`src/rtl/mips_pkg.sv`:
```
// Shared encodings for the multi-cycle MIPS controller:
// opcodes, funct codes, ALU operations, mux selects and FSM state codes.
package mips_pkg;

    localparam logic [5:0] OP_RTYPE = 6'b000000;
    localparam logic [5:0] OP_ADDI  = 6'b001000;
    localparam logic [5:0] OP_ANDI  = 6'b001100;
    localparam logic [5:0] OP_ORI   = 6'b001101;
    localparam logic [5:0] OP_LW    = 6'b100011;
    localparam logic [5:0] OP_SW    = 6'b101011;
    localparam logic [5:0] OP_BEQ   = 6'b000100;
    localparam logic [5:0] OP_BNE   = 6'b000101;
    localparam logic [5:0] OP_J     = 6'b000010;

    localparam logic [5:0] FN_ADD = 6'b100000;
    localparam logic [5:0] FN_SUB = 6'b100010;
    localparam logic [5:0] FN_AND = 6'b100100;
    localparam logic [5:0] FN_OR  = 6'b100101;
    localparam logic [5:0] FN_SLL = 6'b000000;
    localparam logic [5:0] FN_SRL = 6'b000010;
    localparam logic [5:0] FN_SRA = 6'b000011;

    localparam logic [3:0] ALU_NOP = 4'b0000;
    localparam logic [3:0] ALU_ADD = 4'b0010;
    localparam logic [3:0] ALU_SUB = 4'b1010;
    localparam logic [3:0] ALU_AND = 4'b0100;
    localparam logic [3:0] ALU_OR  = 4'b0101;
    localparam logic [3:0] ALU_SLL = 4'b0110;
    localparam logic [3:0] ALU_SRL = 4'b0111;
    localparam logic [3:0] ALU_SRA = 4'b1000;
    localparam logic [3:0] ALU_BEQ = 4'b1011;
    localparam logic [3:0] ALU_BNE = 4'b1101;

    localparam logic [1:0] PC_ALU    = 2'b00;
    localparam logic [1:0] PC_ALUOUT = 2'b01;
    localparam logic [1:0] PC_JUMP   = 2'b10;

    localparam logic [1:0] SRCB_B      = 2'b00;
    localparam logic [1:0] SRCB_FOUR   = 2'b01;
    localparam logic [1:0] SRCB_IMM    = 2'b10;
    localparam logic [1:0] SRCB_IMM_SH = 2'b11;

    localparam logic [3:0] S_RESET    = 4'd0;
    localparam logic [3:0] S_FETCH    = 4'd1;
    localparam logic [3:0] S_DECODE   = 4'd2;
    localparam logic [3:0] S_EXEC_R   = 4'd3;
    localparam logic [3:0] S_EXEC_I   = 4'd4;
    localparam logic [3:0] S_MEM_ADDR = 4'd5;
    localparam logic [3:0] S_MEM_RD   = 4'd6;
    localparam logic [3:0] S_MEM_WB   = 4'd7;
    localparam logic [3:0] S_MEM_WR   = 4'd8;
    localparam logic [3:0] S_ALU_WB   = 4'd9;
    localparam logic [3:0] S_BRANCH   = 4'd10;
    localparam logic [3:0] S_JUMP     = 4'd11;

endpackage

```
`src/rtl/alu_op_decode.sv`:
```
// Combinational ALU control: funct-driven R-type ops, opcode-driven
// immediate ops and the branch compare flavour.
module alu_op_decode
    import mips_pkg::*;
(
    input  logic [5:0] opcode,
    input  logic [5:0] funct,
    output logic [3:0] r_alu_op,
    output logic       r_is_shift,
    output logic [3:0] i_alu_op,
    output logic [3:0] br_alu_op
);

    always_comb begin
        r_alu_op   = ALU_NOP;
        r_is_shift = 1'b0;
        case (funct)
            FN_ADD:  r_alu_op = ALU_ADD;
            FN_SUB:  r_alu_op = ALU_SUB;
            FN_AND:  r_alu_op = ALU_AND;
            FN_OR:   r_alu_op = ALU_OR;
            FN_SLL:  begin r_alu_op = ALU_SLL; r_is_shift = 1'b1; end
            FN_SRL:  begin r_alu_op = ALU_SRL; r_is_shift = 1'b1; end
            FN_SRA:  begin r_alu_op = ALU_SRA; r_is_shift = 1'b1; end
            default: r_alu_op = ALU_NOP;
        endcase
    end

    always_comb begin
        i_alu_op = ALU_ADD;
        case (opcode)
            OP_ANDI: i_alu_op = ALU_AND;
            OP_ORI:  i_alu_op = ALU_OR;
            default: i_alu_op = ALU_ADD;
        endcase
    end

    assign br_alu_op = (opcode == OP_BNE) ? ALU_BNE : ALU_BEQ;

endmodule

```
`src/rtl/multicycle_controller.sv`:
```
// Multi-cycle MIPS sequencer: one instruction at a time over a shared ALU
// and a single memory port, with a per-access mem_ready watchdog.
module multicycle_controller
    import mips_pkg::*;
#(
    parameter int TIMEOUT_CYCLES = 15
) (
    input  logic       clk,
    input  logic       rst_n,
    input  logic [5:0] opcode,
    input  logic [5:0] funct,
    input  logic       zero,
    input  logic       mem_ready,
    output logic       mem_req,
    output logic       mem_we,
    output logic       i_or_d,
    output logic       ir_write,
    output logic       pc_write,
    output logic [1:0] pc_src,
    output logic       alu_src_a,
    output logic [1:0] alu_src_b,
    output logic [3:0] alu_op,
    output logic       is_shift,
    output logic       reg_write,
    output logic       reg_dst,
    output logic       mem_to_reg,
    output logic       instr_retired,
    output logic       illegal_instr,
    output logic       bus_error,
    output logic [3:0] state
);

    localparam bit WD_EN = (TIMEOUT_CYCLES > 0);
    localparam int CW = WD_EN ? $clog2(TIMEOUT_CYCLES + 1) : 1;

    logic [3:0]    state_q, state_d;
    logic [CW-1:0] cnt_q, cnt_d;
    logic          timeout;
    logic [3:0]    r_alu_op, i_alu_op, br_alu_op;
    logic          r_is_shift;

    alu_op_decode u_alu_op_decode (
        .opcode     (opcode),
        .funct      (funct),
        .r_alu_op   (r_alu_op),
        .r_is_shift (r_is_shift),
        .i_alu_op   (i_alu_op),
        .br_alu_op  (br_alu_op)
    );

    // A ready response in the final cycle beats the timeout.
    assign timeout = WD_EN && (cnt_q == CW'(TIMEOUT_CYCLES)) && !mem_ready;

    always_comb begin
        state_d       = state_q;
        mem_req       = 1'b0;
        mem_we        = 1'b0;
        i_or_d        = 1'b0;
        ir_write      = 1'b0;
        pc_write      = 1'b0;
        pc_src        = PC_ALU;
        alu_src_a     = 1'b0;
        alu_src_b     = SRCB_B;
        alu_op        = ALU_NOP;
        is_shift      = 1'b0;
        reg_write     = 1'b0;
        reg_dst       = 1'b0;
        mem_to_reg    = 1'b0;
        instr_retired = 1'b0;
        illegal_instr = 1'b0;
        bus_error     = 1'b0;
        case (state_q)
            S_RESET: state_d = S_FETCH;
            S_FETCH: begin
                mem_req   = 1'b1;
                alu_src_b = SRCB_FOUR;
                alu_op    = ALU_ADD;
                if (mem_ready) begin
                    ir_write = 1'b1;
                    pc_write = 1'b1;
                    state_d  = S_DECODE;
                end else if (timeout) begin
                    bus_error = 1'b1;
                end
            end
            S_DECODE: begin
                alu_src_b = SRCB_IMM_SH;
                alu_op    = ALU_ADD;
                case (opcode)
                    OP_RTYPE:                  state_d = S_EXEC_R;
                    OP_ADDI, OP_ANDI, OP_ORI:  state_d = S_EXEC_I;
                    OP_LW, OP_SW:              state_d = S_MEM_ADDR;
                    OP_BEQ, OP_BNE:            state_d = S_BRANCH;
                    OP_J:                      state_d = S_JUMP;
                    default: begin
                        illegal_instr = 1'b1;
                        state_d       = S_FETCH;
                    end
                endcase
            end
            S_EXEC_R: begin
                alu_src_a = 1'b1;
                alu_op    = r_alu_op;
                is_shift  = r_is_shift;
                state_d   = S_ALU_WB;
            end
            S_EXEC_I: begin
                alu_src_a = 1'b1;
                alu_src_b = SRCB_IMM;
                alu_op    = i_alu_op;
                state_d   = S_ALU_WB;
            end
            S_ALU_WB: begin
                reg_write     = 1'b1;
                reg_dst       = (opcode == OP_RTYPE);
                instr_retired = 1'b1;
                state_d       = S_FETCH;
            end
            S_MEM_ADDR: begin
                alu_src_a = 1'b1;
                alu_src_b = SRCB_IMM;
                alu_op    = ALU_ADD;
                state_d   = (opcode == OP_LW) ? S_MEM_RD : S_MEM_WR;
            end
            S_MEM_RD: begin
                mem_req = 1'b1;
                i_or_d  = 1'b1;
                if (mem_ready) begin
                    state_d = S_MEM_WB;
                end else if (timeout) begin
                    bus_error = 1'b1;
                    state_d   = S_FETCH;
                end
            end
            S_MEM_WR: begin
                mem_req = 1'b1;
                mem_we  = 1'b1;
                i_or_d  = 1'b1;
                if (mem_ready) begin
                    instr_retired = 1'b1;
                    state_d       = S_FETCH;
                end else if (timeout) begin
                    bus_error = 1'b1;
                    state_d   = S_FETCH;
                end
            end
            S_MEM_WB: begin
                reg_write     = 1'b1;
                mem_to_reg    = 1'b1;
                instr_retired = 1'b1;
                state_d       = S_FETCH;
            end
            S_BRANCH: begin
                alu_src_a     = 1'b1;
                alu_op        = br_alu_op;
                pc_src        = PC_ALUOUT;
                pc_write      = zero ^ (opcode == OP_BNE);
                instr_retired = 1'b1;
                state_d       = S_FETCH;
            end
            S_JUMP: begin
                pc_write      = 1'b1;
                pc_src        = PC_JUMP;
                instr_retired = 1'b1;
                state_d       = S_FETCH;
            end
            default: state_d = S_FETCH;
        endcase
    end

    // Any state change (or a timed-out fetch retrying itself) restarts the count.
    always_comb begin
        cnt_d = cnt_q;
        if (state_d != state_q || bus_error) begin
            cnt_d = '0;
        end else if (WD_EN && mem_req && !mem_ready) begin
            cnt_d = cnt_q + CW'(1);
        end
    end

    always_ff @(posedge clk or negedge rst_n) begin
        if (!rst_n) begin
            state_q <= S_RESET;
            cnt_q   <= '0;
        end else begin
            state_q <= state_d;
            cnt_q   <= cnt_d;
        end
    end

    assign state = state_q;

endmodule

```
`config.mk`:
```
export PLATFORM = sky130hd
export DESIGN_NAME = multicycle_controller
export DESIGN_NICKNAME = d
export VERILOG_FILES = /design/src/rtl/mips_pkg.sv /design/src/rtl/alu_op_decode.sv /design/src/rtl/multicycle_controller.sv
export SDC_FILE = /design/constraint.sdc
export NUM_CORES = 1
export LEC_CHECK = 0
export ABC_CLOCK_PERIOD_IN_PS = 4300
export BUFFER_PORTS_ARGS = -buffer_cell sky130_fd_sc_hd__buf_2
export CORE_MARGIN = 2
export CORE_UTILIZATION = 52
export DETAILED_ROUTE_END_ITERATION = 7
export PLACE_DENSITY = 0.82
export SETUP_SLACK_MARGIN = 0.5
export SKIP_LAST_GASP = 1
export SLEW_MARGIN = 20
export SYNTH_ARGS = -nofsm -noshare
export SYNTH_HDL_FRONTEND = slang
export SYNTH_SLANG_ARGS = --single-unit
```
`constraint.sdc`:
```
create_clock -name clk -period 4.3 [get_ports clk]
set_clock_uncertainty 0.2 [all_clocks]
set_input_delay 0.645 -clock clk [delete_from_list [all_inputs] [get_ports clk]]
set_output_delay 0.645 -clock clk [all_outputs]
set_load 0.02 [all_outputs]
```
## Yosys cells after proc, flatten, opt, wreduce, memory -nomap -nowiden

Index checks and enable logic that the tools add are counted.

| operators by class | value |
|---|---|
| shift operators | 0 |
| bitwise operators | 1 |
| multiply operators | 0 |
| $lt $le $gt $ge | 0 |
| equal/unequal tests | 27 |
| $add $sub $neg | 1 |
| reductions and logical operators | 20 |
| muxes and demuxes | 33 |
| div/mod/pow operators | 0 |

Operator list:

| operator | count |
|---|---|
| 6-bit equality test (second input constant) | 6 |
| 4-bit 2-to-1 mux | 7 |
| 4-bit case mux with 7 select lines | 1 |
| 4-bit case mux with 6 select lines | 1 |
| 4-bit equality test (second input constant) | 5 |
| 4-bit case mux with 5 select lines | 1 |
| 6-bit by 2-bit equality test with 1-bit output (second input constant) | 3 |
| 6-bit by 4-bit equality test with 1-bit output (second input constant) | 3 |
| 4-bit by 3-bit equality test with 1-bit output (second input constant) | 4 |
| 1-bit 2-to-1 mux | 16 |
| 4-bit case mux with 4 select lines | 1 |
| 6-bit by 3-bit equality test with 1-bit output (second input constant) | 2 |
| 6-bit logical NOT | 2 |
| 2-bit OR reduction | 6 |
| 3-bit OR reduction | 4 |
| 9-bit OR reduction | 1 |
| 4-bit by 2-bit equality test with 1-bit output (second input constant) | 2 |
| 4-bit OR reduction | 2 |
| 2-bit case mux with 3 select lines | 1 |
| 3-bit case mux with 2 select lines | 1 |
| 4-bit by 1-bit adder with 4-bit output (second input constant) | 1 |
| 4-bit by 1-bit equality test with 1-bit output (second input constant) | 1 |
| 4-bit != test | 1 |
| 2-bit case mux with 2 select lines | 1 |
| other kinds (8) | 9 |

| word-level totals | value |
|---|---|
| input port bits | 16 |
| bits in registers | 8 |
| bits in writable memories | 0 |
| memory bits (read-only) | 0 |
| memories | 0 |
| logic and storage cells | 84 |
| latch bits | 0 |

## Depth between registers and ports, before layout

| depth | value |
|---|---|
| word-level depth | 8 |
| depth in mapped cells | 7 |
| gate-level depth less buffers | 6 |

## By module

A second synthesis with hierarchy kept.

| unflattened totals | value |
|---|---|
| cell total of the unflattened synthesis | 162 |
| area, all modules | 1116.1 µm² |

By module, submodules not included:

| module | seq. area each (µm²) | instances | area an instance (µm²) | cells an instance |
|---|---|---|---|---|
| multicycle_controller | 200.2 | 1 | 947.2 | 137 |
| alu_op_decode | 0.0 | 1 | 168.9 | 25 |

## Worst setup path after synthesis

Ideal clock, no wire load.

| timing | value |
|---|---|
| path type | flip-flop to output port |
| start | register state_q[0], in the netlist state[0] |
| end | output is_shift |
| path slack | 0.823 ns |
| buffers on the path | 1 |
| arrival | 2.632 ns |
| cell stages (with the launch flop) | 5 |
| path through | dfrtp_1 -> clkbuf_1 -> nand2_1 -> or4b_2 -> a2111oi_0 |

| on the way | value |
|---|---|
| longest elaborated chain between the ends | 2 |

RTL lines:

| item | line | source |
|---|---|---|
| start, declared | multicycle_controller.sv:36 | `logic [3:0] state_q, state_d;` |
| start signal, assigned | multicycle_controller.sv:186 | `state_q <= state_d;` |
| 4-bit by 2-bit equality test with 1-bit output | multicycle_controller.sv:72 | `case (state_q)` |
| 1-bit 2-to-1 mux | multicycle_controller.sv:72 |  |
| end, declared | multicycle_controller.sv:23 | `output logic is_shift,` |

No other way between the ends.

## Final worst setup path

| timing | value |
|---|---|
| start | register state_q[0], in the netlist state[0] |
| end | output alu_op[1] |

| on the way | value |
|---|---|
| longest elaborated chain between the ends | 3 |
| elaborated cells between the ends (all ways) | 8 |
| those cells by class | eq/ne: 6; mux: 1; reduce/logical: 1 |

RTL lines:

| item | line | source |
|---|---|---|
| 4-bit by 2-bit equality test with 1-bit output (tied with other cells) | multicycle_controller.sv:72 |  |
| 3-bit OR reduction (no source line) | -- |  |
| 4-bit case mux with 4 select lines (*) | multicycle_controller.sv:72 |  |
| end, declared | multicycle_controller.sv:22 | `output logic [3:0] alu_op,` |

Mark *: on every way between the ends. The rest lies on a longest branch, timed or not.

==> summary.json <==
{
  "run_status": "finished clean",
  "floorplan.initialDensity_pct": 54.1,
  "cts_inserted_buffers": 3,
  "dieWidth_microns": 48.9,
  "setup_tns_ns": 0,
  "final_net_count": 196,
  "endpoint_kind": "output pin",
  "number_of_buffers_inserted_by_port_buffering": 40,
  "grt_max_degree": 24,
  "grt_setup_unrepaired": "false",
  "async_reset_ff_share_pct": 100,
  "worst_setup_path_start_kind": "flip-flop",
  "area_growth_pct": 20.5,
  "ys.flop_type": "dfrtp_1",
  "clock_sinks": 8,
  "timing.slew.headroom_pct": 56.2,
  "num_io_pins": 41,
  "timing.critical_path.arrival_ns": 2.48,
  "drt_drc_violations_left": 0,
  "floorplan.die.height_microns": 48.9,
  "drt_wl_total_mm": 2.86,
  "fin_crit_sh_pct": 77.2,
  "grt.total_usage_pct": 24.2,
  "cts_max_path_buffers": 2,
  "pnr_total_power_uw": 671,
  "crit_path_top_delay_cell": "dfrtp_1",
  "cap_viol_max_count": 0,
  "fp.coreArea_sq_um": 1940,
  "final_cell_count_no_fill": 204,
  "post-cts-setup-buffer-count": 0,
  "cp_common_cell": "nand2_1",
  "synth_enable_flop_cells": 0,
  "ant_nets": 0,
  "detail_route.wl_per_cell_microns": 14.0,
  "ff_latch_area_sq_um": 200,
  "first_global_vias": 1066,
  "dp.final_hpwl_mm": 2.21,
  "clock_tree.htree_level_count": 1,
  "yosys_register_bits": 8,
  "synth_sequential_area_ratio_pct": 19.1,
  "post_drt_via_cell_ratio": 6.00,
  "rows": 16,
  "period_needed_ns": 3.32,
  "p_leak_uw": 0.000595,
  "postCtsHoldBufs": 0,
  "power.density_cell_area_nw_per_um2": 530,
  "setup.worst_path.class": "flip-flop to output pin",
  "hold_violations_final": 0,
  "yosysUniqueCellTypes": 55,
  "syn_area_sq_um": 1050,
  "worst_pin_slew_ns": 0.657,
  "required_time_of_the_critical_path_ns": 3.45,
  "grt_pass1_wl_mm": 4.65,
  "antennaDiodeCount": 0,
  "drt-pass1-iter-count": 4,
  "drtIter0Drc": 34,
  "synth.largest_area_cell": "dfrtp_1",
  "setup-violations-final": 0,
  "min_path_type": "input port to asynchronous set/reset pin",
  "post-place-cells": 201,
  "vias": 1223,
  "max_stage_delay_ns": 0.76,
  "final.fill_count": 180,
  "final_layout_size_suffix_gt1_share_pct": 30.5,
  "ys_top_cells_by_count": "nand2_1, nor2_1, dfrtp_1",
  "cts_resized": 0,
  "netlist.area_leader.share_pct": 19.1,
  "syn-instance-count": 142,
  "yosys_warnings": 0,
  "path_clk_slew_ns": 0.05,
  "initial_antenna_violation_count": 0,
  "worst_ir_drop_vdd_uv": 425,
  "clock_tree_from_tritoncts": "built",
  "crit_path_max_fanout": 23,
  "timing.final.max_slew_violations": 0,
  "synth.area.top_cells": "dfrtp_1, nand2_1, nor2_1",
  "syn_avg_cell_area_sq_um": 7.39,
  "synthesis.nets": 159,
  "clock_latency_on_the_worst_skew_pair_ns": 0.25,
  "cts-root-buf": "clkbuf_4",
  "globalRouteOverflowTotal": 0,
  "max_freq_mhz": 301,
  "crit_path_cell_trace": "nand2_1, or4b_2, nor2_1, nand2_1, o311ai_0, buf_2",
  "die_area_sq_um": 2390,
  "reg2reg_depth": 5,
  "place.gp.congestion": 0.921,
  "multi_input_area_sq_um": 793
}
[worst max-delay path, delay by kind of cell (launching register included)]
| kind | cells | cell delay, ns |
|---|---|---|
| and+or+nand+nor | 4 | 1.16 |
| AOI/OAI and AO/OA | 1 | 0.09 |
| buffers and inverters | 1 | 0.23 |
| DFF | 1 | 0.76 |
[final timing paths]
| check | end | slack (ns) | from |
|---|---|---|---|
| max reg2reg | cnt_q[2] | 1.56 | state[1] |
| max | alu_op[1] | 0.98 | state[0] |
| min | cnt_q[0] | 0.03 | rst_n |
| min in group clk | cnt_q[0] | 0.42 | cnt_q[0] |
| max in group asynchronous | state[1] | 3.70 | rst_n |
| min reg2reg | cnt_q[0] | 0.42 | cnt_q[0] |
[cell type report]
class	instances	share of cell area, %
Timing Repair Buffer	40	15.8
Tap cell	27	2.67
Multi-Input combinational cell	122	62.7
Clock buffer	3	1.78
Sequential cell	8	15.8
Inverter	4	1.19
[logic make-up after synthesis]
group	count (synthesis)	share of synthesized area, %
adder cells (fa/ha/maj)	1	1.19
XOR/XNOR	6	5.01
buffers and inverters	12	5.36
AND/OR/NAND/NOR	81	43.7
flip-flops	8	19.1
multiplexers	3	2.98
AO/OA/AOI/OAI	31	22.6
[through the flow]
stage / utilization [%] / hold WS, ns / setup WS [ns] / area [sq um]
floorplan: - / 0.149 / 0.823 / 1050
global placement: 64.0 / 0.293 / 1.38 / 1240
detailed placement: 64.0 / 0.292 / 1.28 / 1240
CTS: 65.1 / 0.0160 / 0.999 / 1260
global route: 65.1 / 0.0218 / 0.794 / 1260
finish: 65.1 / 0.0269 / 0.979 / 1260
[power breakdown]
group          internal (uW)  switching, uW  total (uW)
Combinational            184            267         451
Sequential              91.2           71.3         163
Clock                   31.9           25.4        57.3
Total                    307            364         671
[layout by cell type (no fill, tap or decap), types with 2 or more instances in the layout]
| cell | netlist | final |
|---|---|---|
| o211ai_1 | 2 | 2 |
| xnor2_1 | 3 | 3 |
| and3_1 | 4 | 4 |
| nand2b_1 | 6 | 6 |
| o21ai_0 | 5 | 5 |
| or3b_2 | 2 | 2 |
| nor2b_1 | 6 | 6 |
| nor3_1 | 6 | 6 |
| clkbuf_4 | 0 | 3 |
| mux2i_1 | 2 | 2 |
| a21oi_1 | 5 | 5 |
| dfrtp_1 | 8 | 8 |
| inv_1 | 4 | 4 |
| nor4b_1 | 3 | 3 |
| buf_2 | 3 | 40 |
| or2_2 | 2 | 2 |
| nor2_1 | 15 | 15 |
| o32a_1 | 2 | 2 |
| xor2_1 | 3 | 3 |
| nor3b_1 | 2 | 2 |
| a31oi_1 | 2 | 2 |
| nand2_1 | 15 | 15 |
| or3_1 | 2 | 2 |
| nand3_1 | 6 | 6 |
[per-layer routing]
layer | vias to the layer above | track usage (%) | part of all wire (%)
li1 | 601 | - | -
met1 | 579 | 32.6 | 46
met2 | 43 | 40.0 | 49
met3 | 0 | 5.52 | 5.6
met4 | 0 | 3.81 | 0
met5 | - | 0 | 0
[sequential cells by signal, indices dropped and copies added (netlist names)]
register / cells
cnt_q: 4
state: 4
Power figures use the tool's default switching activity.
